===== config.mk =====
export PLATFORM = sky130hd
export DESIGN_NAME = pe_mac_ws_param
export DESIGN_NICKNAME = d
export VERILOG_FILES = /design/src/rtl/pe_mac_ws_param.sv
export SDC_FILE = /design/constraint.sdc
export NUM_CORES = 1
export LEC_CHECK = 0
export ABC_CLOCK_PERIOD_IN_PS = 5000
export CORE_MARGIN = 2
export CORE_UTILIZATION = 25
export CTS_BUF_LIST = sky130_fd_sc_hd__clkbuf_16
export CTS_CLUSTER_DIAMETER = 120
export DETAILED_ROUTE_END_ITERATION = 8
export GPL_ROUTABILITY_DRIVEN = 1
export GPL_TIMING_DRIVEN = 0
export MAX_ROUTING_LAYER = met4
export PLACE_DENSITY = 0.5
export SLEW_MARGIN = 20
export SYNTH_ARGS = -nofsm -noshare
export SYNTH_HDL_FRONTEND = slang
export SYNTH_SLANG_ARGS = --single-unit

===== constraint.sdc =====
create_clock -name clk -period 5 [get_ports clk]
set_input_delay 1 -clock clk [delete_from_list [all_inputs] [get_ports clk]]
set_output_delay 1 -clock clk [all_outputs]
set_load 0.1 [all_outputs]

===== src/rtl/pe_mac_ws_param.sv =====
// Weight-stationary MAC processing element with parametrised widths, double-buffered
// weights, valid-tagged pixels, signed/unsigned per sample and saturating accumulation.
module pe_mac_ws_param #(
   parameter int unsigned DATA_W   = 8,
   parameter int unsigned W_W      = 8,
   parameter int unsigned ACC_W    = 32,
   parameter int unsigned PIPE_MUL = 1,
   parameter int unsigned SAT_EN   = 1
) (
   input  logic              clk,
   input  logic              rst_n,
   input  logic              en,
   input  logic              signed_mode,
   input  logic [W_W-1:0]    w_in,
   input  logic              w_load,
   input  logic              w_swap,
   output logic [W_W-1:0]    w_out,
   input  logic [DATA_W-1:0] pix_in,
   input  logic              pix_valid_in,
   output logic [DATA_W-1:0] pix_out,
   output logic              pix_valid_out,
   input  logic [ACC_W-1:0]  psum_in,
   input  logic [ACC_W-1:0]  psum_mem_in,
   input  logic              psum_sel,
   input  logic              acc_clr,
   output logic [ACC_W-1:0]  psum_out,
   output logic              psum_valid_out,
   output logic              ovf_out
);

   localparam int unsigned P_W   = DATA_W + W_W;
   localparam int unsigned EXT_W = ACC_W - P_W;

   logic [W_W-1:0]    r_w_shadow;
   logic [W_W-1:0]    r_w_active;
   logic [DATA_W-1:0] r_pix;
   logic              r_pix_valid;
   logic [ACC_W-1:0]  r_psum;
   logic              r_psum_valid;
   logic              r_ovf;

   logic [P_W-1:0]    w_pix_ext;
   logic [P_W-1:0]    w_wgt_ext;
   logic [P_W-1:0]    w_prod;
   logic [P_W-1:0]    w_s2_prod;
   logic              w_s2_valid;
   logic              w_s2_signed;
   logic [ACC_W-1:0]  w_base;
   logic [ACC_W-1:0]  w_p_ext;
   logic [ACC_W:0]    w_sum_full;
   logic [ACC_W-1:0]  w_sum;
   logic [ACC_W-1:0]  w_sat_val;
   logic [ACC_W-1:0]  w_result;
   logic              w_ovf;

   // Weight double buffer runs regardless of en; a swap takes the pre-load shadow
   always_ff @(posedge clk or negedge rst_n) begin
      if (!rst_n) begin
         r_w_shadow <= '0;
         r_w_active <= '0;
      end else begin
         if (w_load) r_w_shadow <= w_in;
         if (w_swap) r_w_active <= r_w_shadow;
      end
   end

   assign w_out = r_w_shadow;

   // Extending both operands to the product width gives the right low bits in either mode
   assign w_pix_ext = {{W_W{signed_mode & pix_in[DATA_W-1]}}, pix_in};
   assign w_wgt_ext = {{DATA_W{signed_mode & r_w_active[W_W-1]}}, r_w_active};
   assign w_prod    = w_pix_ext * w_wgt_ext;

   if (PIPE_MUL != 0) begin : g_pipe
      logic [P_W-1:0] r_prod;
      logic           r_valid;
      logic           r_signed;

      always_ff @(posedge clk or negedge rst_n) begin
         if (!rst_n) begin
            r_prod   <= '0;
            r_valid  <= 1'b0;
            r_signed <= 1'b0;
         end else if (en) begin
            r_prod   <= w_prod;
            r_valid  <= pix_valid_in;
            r_signed <= signed_mode;
         end
      end

      assign w_s2_prod   = r_prod;
      assign w_s2_valid  = r_valid;
      assign w_s2_signed = r_signed;
   end else begin : g_comb
      assign w_s2_prod   = w_prod;
      assign w_s2_valid  = pix_valid_in;
      assign w_s2_signed = signed_mode;
   end

   assign w_base     = acc_clr ? '0 : (psum_sel ? psum_mem_in : psum_in);
   assign w_p_ext    = {{EXT_W{w_s2_signed & w_s2_prod[P_W-1]}}, w_s2_prod};
   assign w_sum_full = {1'b0, w_base} + {1'b0, w_p_ext};
   assign w_sum      = w_sum_full[ACC_W-1:0];

   // Overflow detection and clamp value depend on the sample's own signedness
   always_comb begin
      w_ovf     = 1'b0;
      w_sat_val = '1;
      w_result  = w_sum;
      if (w_s2_signed) begin
         w_ovf     = (w_base[ACC_W-1] == w_p_ext[ACC_W-1]) &&
                     (w_sum[ACC_W-1] != w_base[ACC_W-1]);
         w_sat_val = w_base[ACC_W-1] ? {1'b1, {(ACC_W-1){1'b0}}}
                                     : {1'b0, {(ACC_W-1){1'b1}}};
      end else begin
         w_ovf     = w_sum_full[ACC_W];
      end
      if (w_ovf && (SAT_EN != 0)) w_result = w_sat_val;
   end

   always_ff @(posedge clk or negedge rst_n) begin
      if (!rst_n) begin
         r_pix        <= '0;
         r_pix_valid  <= 1'b0;
         r_psum       <= '0;
         r_psum_valid <= 1'b0;
         r_ovf        <= 1'b0;
      end else if (en) begin
         r_pix       <= pix_in;
         r_pix_valid <= pix_valid_in;
         if (w_s2_valid) begin
            r_psum       <= w_result;
            r_psum_valid <= 1'b1;
            r_ovf        <= w_ovf;
         end else begin
            r_psum       <= w_base;
            r_psum_valid <= 1'b0;
            r_ovf        <= 1'b0;
         end
      end
   end

   assign pix_out        = r_pix;
   assign pix_valid_out  = r_pix_valid;
   assign psum_out       = r_psum;
   assign psum_valid_out = r_psum_valid;
   assign ovf_out        = r_ovf;

endmodule


==> impl_metrics.json, run 1 <==
{
  "areaGrowthSynthToFinish_pct": 30.7,
  "setup_slack_ns": -0.291,
  "powerDensity_nw_per_um2": 588,
  "final_common_cell": "clkdlybuf4s50_1",
  "wirelength_met1_um": 12100,
  "finalCriticalPeriod_ns": 5.29,
  "drtPass1Iterations": 4,
  "coreArea_sq_um": 32600,
  "dr.max_layer_used": "met4",
  "tns_ns": -0.856,
  "grt_pass1_vias": 7121,
  "path_class": "in -> reg",
  "clock-sinks": 76,
  "avgSynthCellArea_sq_um": 9.01,
  "drc": 0,
  "drv_cap": 0,
  "antenna_cells": 0,
  "slew_headroom_pct": 31.5,
  "hold_slack_ns": 0.506,
  "dieArea_sq_um": 34600,
  "fin_util_pct": 33.2,
  "cts.root.buffer_cell": "clkbuf_16",
  "hold_viol": 0,
  "synth_top_family_by_area": "adder cells",
  "start_util_pct": 25.4,
  "die_w_um": 186,
  "max_freq_mhz": 189,
  "reg2reg_depth": 19,
  "wl_per_cell_um": 16.5,
  "ys_warn_count": 0,
  "postCtsHoldBufs": 0,
  "start_kind": "primary input",
  "drive_gt1_share_pct": 14.1,
  "rsz0062_at_grt": "true",
  "hold_path_depth": 1,
  "n_fill_cell": 3421,
  "wl_met2_um": 11400,
  "mappedNetlistNets": 1137,
  "grt_max_degree": 43,
  "nets": 1286,
  "finClkSkew_ns": 0.0132,
  "synth_ff_type": "dfrtp_1",
  "synthMuxAreaShare_pct": 8.74,
  "fin_crit_sh_pct": 106,
  "slew_violations": 0,
  "setup_viol": 5,
  "ir_drop_v": 0.000398,
  "cts.path.max_buffers": 2,
  "pin_count": 140,
  "rows": 66,
  "layout_common_cells": "125 x clkdlybuf4s50_1, 94 x inv_1, 76 x dfrtp_1, 69 x nand2_1, 64 x a21oi_1",
  "synth-edff-count": 0,
  "grt_util_all_layers_pct": 15.6,
  "die_y_um": 186,
  "path_max_fanout": 5,
  "synth_simple_gate_area_share_pct": 14.6,
  "grt-ovfl-total": 0,
  "clk_pin_slew_worst_paths_ns": 0.07,
  "cts-htree-levels": 3,
  "place_hpwl_um": 19700,
  "power_mw": 6.36,
  "synth_xor_area_share_pct": 3.91,
  "gp_congestion": 0.919,
  "synth-compound-area-share_pct": 17.2,
  "end_kind": "flip-flop",
  "violations": "negative setup slack",
  "regToRegSetupSlack_ns": -0.19,
  "grt_antenna_before_repair": 0,
  "cts_tree": "built",
  "numCtsBuffers": 9,
  "critPathRequiredTime_ns": 5.24,
  "routed_via_density": 4.70,
  "ys_seq_elements": 76,
  "hold_class": "reg -> reg",
  "synthAdderAreaFrac_pct": 25.3,
  "insertion_delay_ns": 0.36,
  "syn_inst": 919,
  "worst_pin_slew_ns": 1.02,
  "routed_wl_um": 24900,
  "io_buffers": 128,
  "vias": 7121,
  "status": "finished with violations",
  "syn_area_sq_um": 8280,
  "grt_pass1_wl_um": 40100,
  "synth_cell_type_count": 69,
  "ys_seq_area_share_pct": 23.0,
  "final_antenna_net_count": 0,
  "met3_length_um": 902,
  "power_leakage_nw": 4.91,
  "drtIter0Drc": 340,
  "synth-async-reset-ratio_pct": 100,
  "crit_arrival_ns": 5.53
}
[metrics by stage]
step | cell area, sq um | instances | worst slack (ns)
2_1_floorplan | 8370 | 919 | -0.533
3_3_place_gp | 10200 | 1489 | -1.42
3_5_place_dp | 10200 | 1490 | -1.50
4_1_cts | 10700 | 1516 | -0.282
5_1_grt | 10800 | 1515 | -0.440
6_report | 10800 | 1515 | -0.291
[timing repair]
action | 4_1_cts | 5_1_grt
setup buffers | 12 | 3
gates resized for setup | 41 | 22
gates cloned | 0 | 0
endpoints found under the setup margin | 40 | 38
pin swaps | 19 | 11
[Yosys cell counts, drive strengths merged (31+ instances only)]
cell type,instances,area share (%)
a21oi,68,4.2
dfrtp,76,23
clkbuf,34,1.6
mux2,35,4.8
nand3,37,2.3
ha,65,9.8
nand2,70,3.2
mux2i,33,4.0
nor2,54,2.4
fa,64,15
xnor2,31,3.3
inv,99,4.5
o22ai,31,2.3
and2,33,2.5
[worst paths after layout]
kind / to / start
worst max-delay path: g_pipe.r_prod[15]$_DFFE_PN0P_ / pix_in[5]
worst min-delay path: pix_out[6]$_DFFE_PN0P_ / pix_out[6]$_DFFE_PN0P_
worst max register to register: g_pipe.r_prod[15]$_DFFE_PN0P_ / r_w_active[4]$_DFFE_PN0P_
worst min register to register: pix_out[6]$_DFFE_PN0P_ / pix_out[6]$_DFFE_PN0P_
max in group asynchronous: pix_out[0]$_DFFE_PN0P_ / rst_n
min in group asynchronous: psum_out[10]$_DFFE_PN0P_ / rst_n
[power breakdown]
| group | switching, mW | internal (mW) | leakage [nW] |
|---|---|---|---|
| sequential | 0.143 | 0.794 | 0.893 |
| clock | 0.316 | 0.394 | 0.143 |
| combinational | 2.74 | 1.97 | 3.88 |
| total | 3.20 | 3.16 | 4.91 |
[layer usage]
metal / track usage, % / up-vias
met5: - / -
met4: 4.69 / 0
met3: 2.29 / 25
met2: 24.1 / 137
met1: 21.2 / 3489
li1: - / 3470
[registers in the layout (all words and copies together), names as in the netlist]
name	count
psum_valid_out	1
r_w_active	8
ovf_out	1
g_pipe.r_signed	1
pix_valid_out	1
pix_out	8
psum_out	32
g_pipe.r_prod	16
w_out	8
[final cells by class]
type                            count  area [sq um]  area share (%)
Tap cell                          442           553            5.11
Timing Repair Buffer              144          1430            13.2
Sequential cell                    76          1900            17.6
Inverter                           99           372            3.43
Multi-Input combinational cell    692          5940            54.9
Clock buffer                        9           225            2.08
Clock inverter                      7          80.1           0.740
Buffer                             46           319            2.95
[worst max-delay path, cell delays in order]
cell	delay, ns
clkbuf_16	0.13
and2_4	0.13
fa_1	0.54
inv_2	0.04
fa_1	0.54
inv_2	0.05
fa_1	0.48
fa_1	0.50
inv_2	0.04
fa_1	0.55
inv_2	0.05
ha_4	0.27
o21ai_4	0.06
a21boi_2	0.18
o21ai_2	0.10
a21boi_2	0.19
o2111a_1	0.23
nor3_1	0.06
or3b_4	0.36
[cells by family (layout without fill, tap and decap cells)]
logic type	Yosys count	after routing
buffers and inverters	151	305
muxes	68	68
xor gates and xnor gates	37	37
adders and majority gates	129	129
and+or+nand+nor	244	244
AOI/OAI and AO/OA	214	214
DFF	76	76
Power figures use the tool's default switching activity.
==> run 2, diff against run 1 <==
CORE_UTILIZATION = 45   (was 25)
PLACE_DENSITY = 0.77   (was 0.5)
==> impl_metrics.json, run 2 (synthesis results as in run 1) <==
{
  "drv_cap": 0,
  "routed_via_density": 5.65,
  "rsz0062_at_grt": "true",
  "r2r-end": "g_pipe.r_prod[15]$_DFFE_PN0P_",
  "grt_pass1_vias": 7583,
  "path_max_fanout": 3,
  "rows": 49,
  "coreArea_sq_um": 18000,
  "insertion_delay_ns": 0.36,
  "die_w_um": 140,
  "grt-ovfl-total": 0,
  "vias": 7387,
  "wl_per_cell_um": 17.9,
  "nets": 1292,
  "slew_headroom_pct": 32.0,
  "drc": 0,
  "pin_count": 140,
  "fin_util_pct": 58.8,
  "finalCriticalPeriod_ns": 5.25,
  "areaGrowthSynthToFinish_pct": 27.9,
  "routed_wl_um": 23400,
  "io_buffers": 128,
  "critical_path.max_stage_delay_ns": 0.57,
  "place_hpwl_um": 18000,
  "die_y_um": 140,
  "cts.path.max_buffers": 2,
  "start_util_pct": 46.0,
  "reg2reg_depth": 18,
  "worst_path_dominant_cell_family": "adder cells",
  "regToRegSetupSlack_ns": -0.12,
  "power_leakage_nw": 4.96,
  "gp_congestion": 0.903,
  "powerDensity_nw_per_um2": 611,
  "path_buf_inv": 4,
  "setup_slack_ns": -0.249,
  "grt_antenna_before_repair": 0,
  "hp-start": "pix_out[1]$_DFFE_PN0P_",
  "hold_path_depth": 1,
  "clk_pin_slew_worst_paths_ns": 0.07,
  "grt_util_all_layers_pct": 25.1,
  "critPathRequiredTime_ns": 5.24,
  "hold_class": "reg -> reg",
  "fin_crit_sh_pct": 105,
  "drtPass1Iterations": 6,
  "clock-sinks": 76,
  "violations": "negative setup slack",
  "final_common_cell": "clkdlybuf4s50_1",
  "max_freq_mhz": 190,
  "grt_max_degree": 53,
  "cts.root.buffer_cell": "clkbuf_16",
  "path_class": "in -> reg",
  "antenna_cells": 0,
  "crit_top_cell": "fa_1",
  "cts-htree-levels": 3,
  "grt_pass1_wl_um": 38300,
  "finClkSkew_ns": 0.0123,
  "layout_common_cells": "125 x clkdlybuf4s50_1, 95 x inv_1, 76 x dfrtp_1, 69 x nand2_1, 63 x a21oi_1",
  "status": "finished with violations",
  "cts_tree": "built",
  "numCtsBuffers": 9,
  "largest_register_ffs": 32,
  "tns_ns": -0.888,
  "dieArea_sq_um": 19500,
  "timing.rr.start": "r_w_active[7]$_DFFE_PN0P_",
  "holdPathEnd": "pix_out[1]$_DFFE_PN0P_",
  "start_kind": "primary input",
  "ir_drop_v": 0.000545,
  "crit_arrival_ns": 5.49,
  "hold_slack_ns": 0.507,
  "worst_pin_slew_ns": 1.02,
  "critPathSlowestCell": "fa_1",
  "setup_viol": 6,
  "slew_violations": 0,
  "worstPathCellList": "clkbuf_16 > nand2_8 > or2_4 > fa_1 > fa_1 > inv_2 > fa_1 > fa_1 > inv_2 > fa_1 > inv_2 > ha_4 > o21ai_4 > a21boi_2 > o21ai_2 > a21boi_2 > o2111a_1 > nor3_1 > or3b_4",
  "hold_viol": 0,
  "drtIter0Drc": 482,
  "end_kind": "flip-flop",
  "drive_gt1_share_pct": 14.6,
  "final_antenna_net_count": 0
}
-- run 2: through the flow --
stage	total power, mW	setup WS, ns	std cells	instance area [sq um]
floorplan	4.23	-0.533	919	8370
global placement	5.07	-1.31	1276	9940
detailed placement	5.16	-1.43	1277	9960
CTS	6.27	-0.228	1306	10500
global route	7.05	-0.424	1308	10600
finish	6.48	-0.249	1308	10600
-- run 2: worst max path at each step --
stage	startpoint	endpoint	slack (ns)	cells past startpoint
floorplan	signed_mode	g_pipe.r_prod[15]$_DFFE_PN0P_	-0.53	19
global placement	pix_in[7]	g_pipe.r_prod[15]$_DFFE_PN0P_	-1.31	19
detailed placement	pix_in[7]	g_pipe.r_prod[15]$_DFFE_PN0P_	-1.43	19
CTS	pix_in[5]	g_pipe.r_prod[15]$_DFFE_PN0P_	-0.23	19
global route	signed_mode	g_pipe.r_prod[15]$_DFFE_PN0P_	-0.42	19
finish	signed_mode	g_pipe.r_prod[15]$_DFFE_PN0P_	-0.25	19
-- run 2: layer usage --
metal,track usage (%),vias to the layer above,wire length [um]
met5,-,-,0
met4,7.89,0,532
met3,3.34,42,1160
met2,40.6,212,11400
met1,33.0,3660,10300
li1,-,3473,-
-- run 2: worst reg2reg max path: stages, from the launching register on --
cell,delay [ns]
dfrtp_1,0.63
nand2_8,0.08
or2_4,0.25
fa_1,0.46
fa_1,0.51
inv_2,0.04
fa_1,0.46
fa_1,0.57
inv_2,0.05
fa_1,0.51
inv_2,0.05
ha_4,0.28
o21ai_4,0.06
a21boi_2,0.16
o21ai_2,0.09
a21boi_2,0.17
o2111a_1,0.26
nor3_1,0.06
or3b_4,0.35
-- run 2: power by group --
group / leakage, nW / total, mW / switching (mW) / internal, mW
Clock: 0.159 / 0.741 / 0.299 / 0.442
Sequential: 0.893 / 0.931 / 0.136 / 0.795
Combinational: 3.90 / 4.81 / 2.78 / 2.02
Total: 4.96 / 6.48 / 3.22 / 3.26
-- run 2: repair_timing --
item / 4_1_cts / 5_1_grt
pin swaps: 22 / 19
gates cloned: 0 / 0
buffers inserted: 16 / 5
endpoints found under the setup margin: 38 / 38
hold buffers: 0 / 0
resized for setup: 43 / 22
-- run 2: area by class of cell --
class	count	area [sq um]
Sequential cell	76	1900
Timing Repair Buffer	149	1470
Buffer	47	317
Multi-Input combinational cell	692	5930
Clock buffer	9	225
Fill cell	1597	7430
Clock inverter	7	100
Inverter	99	372
Tap cell	229	287
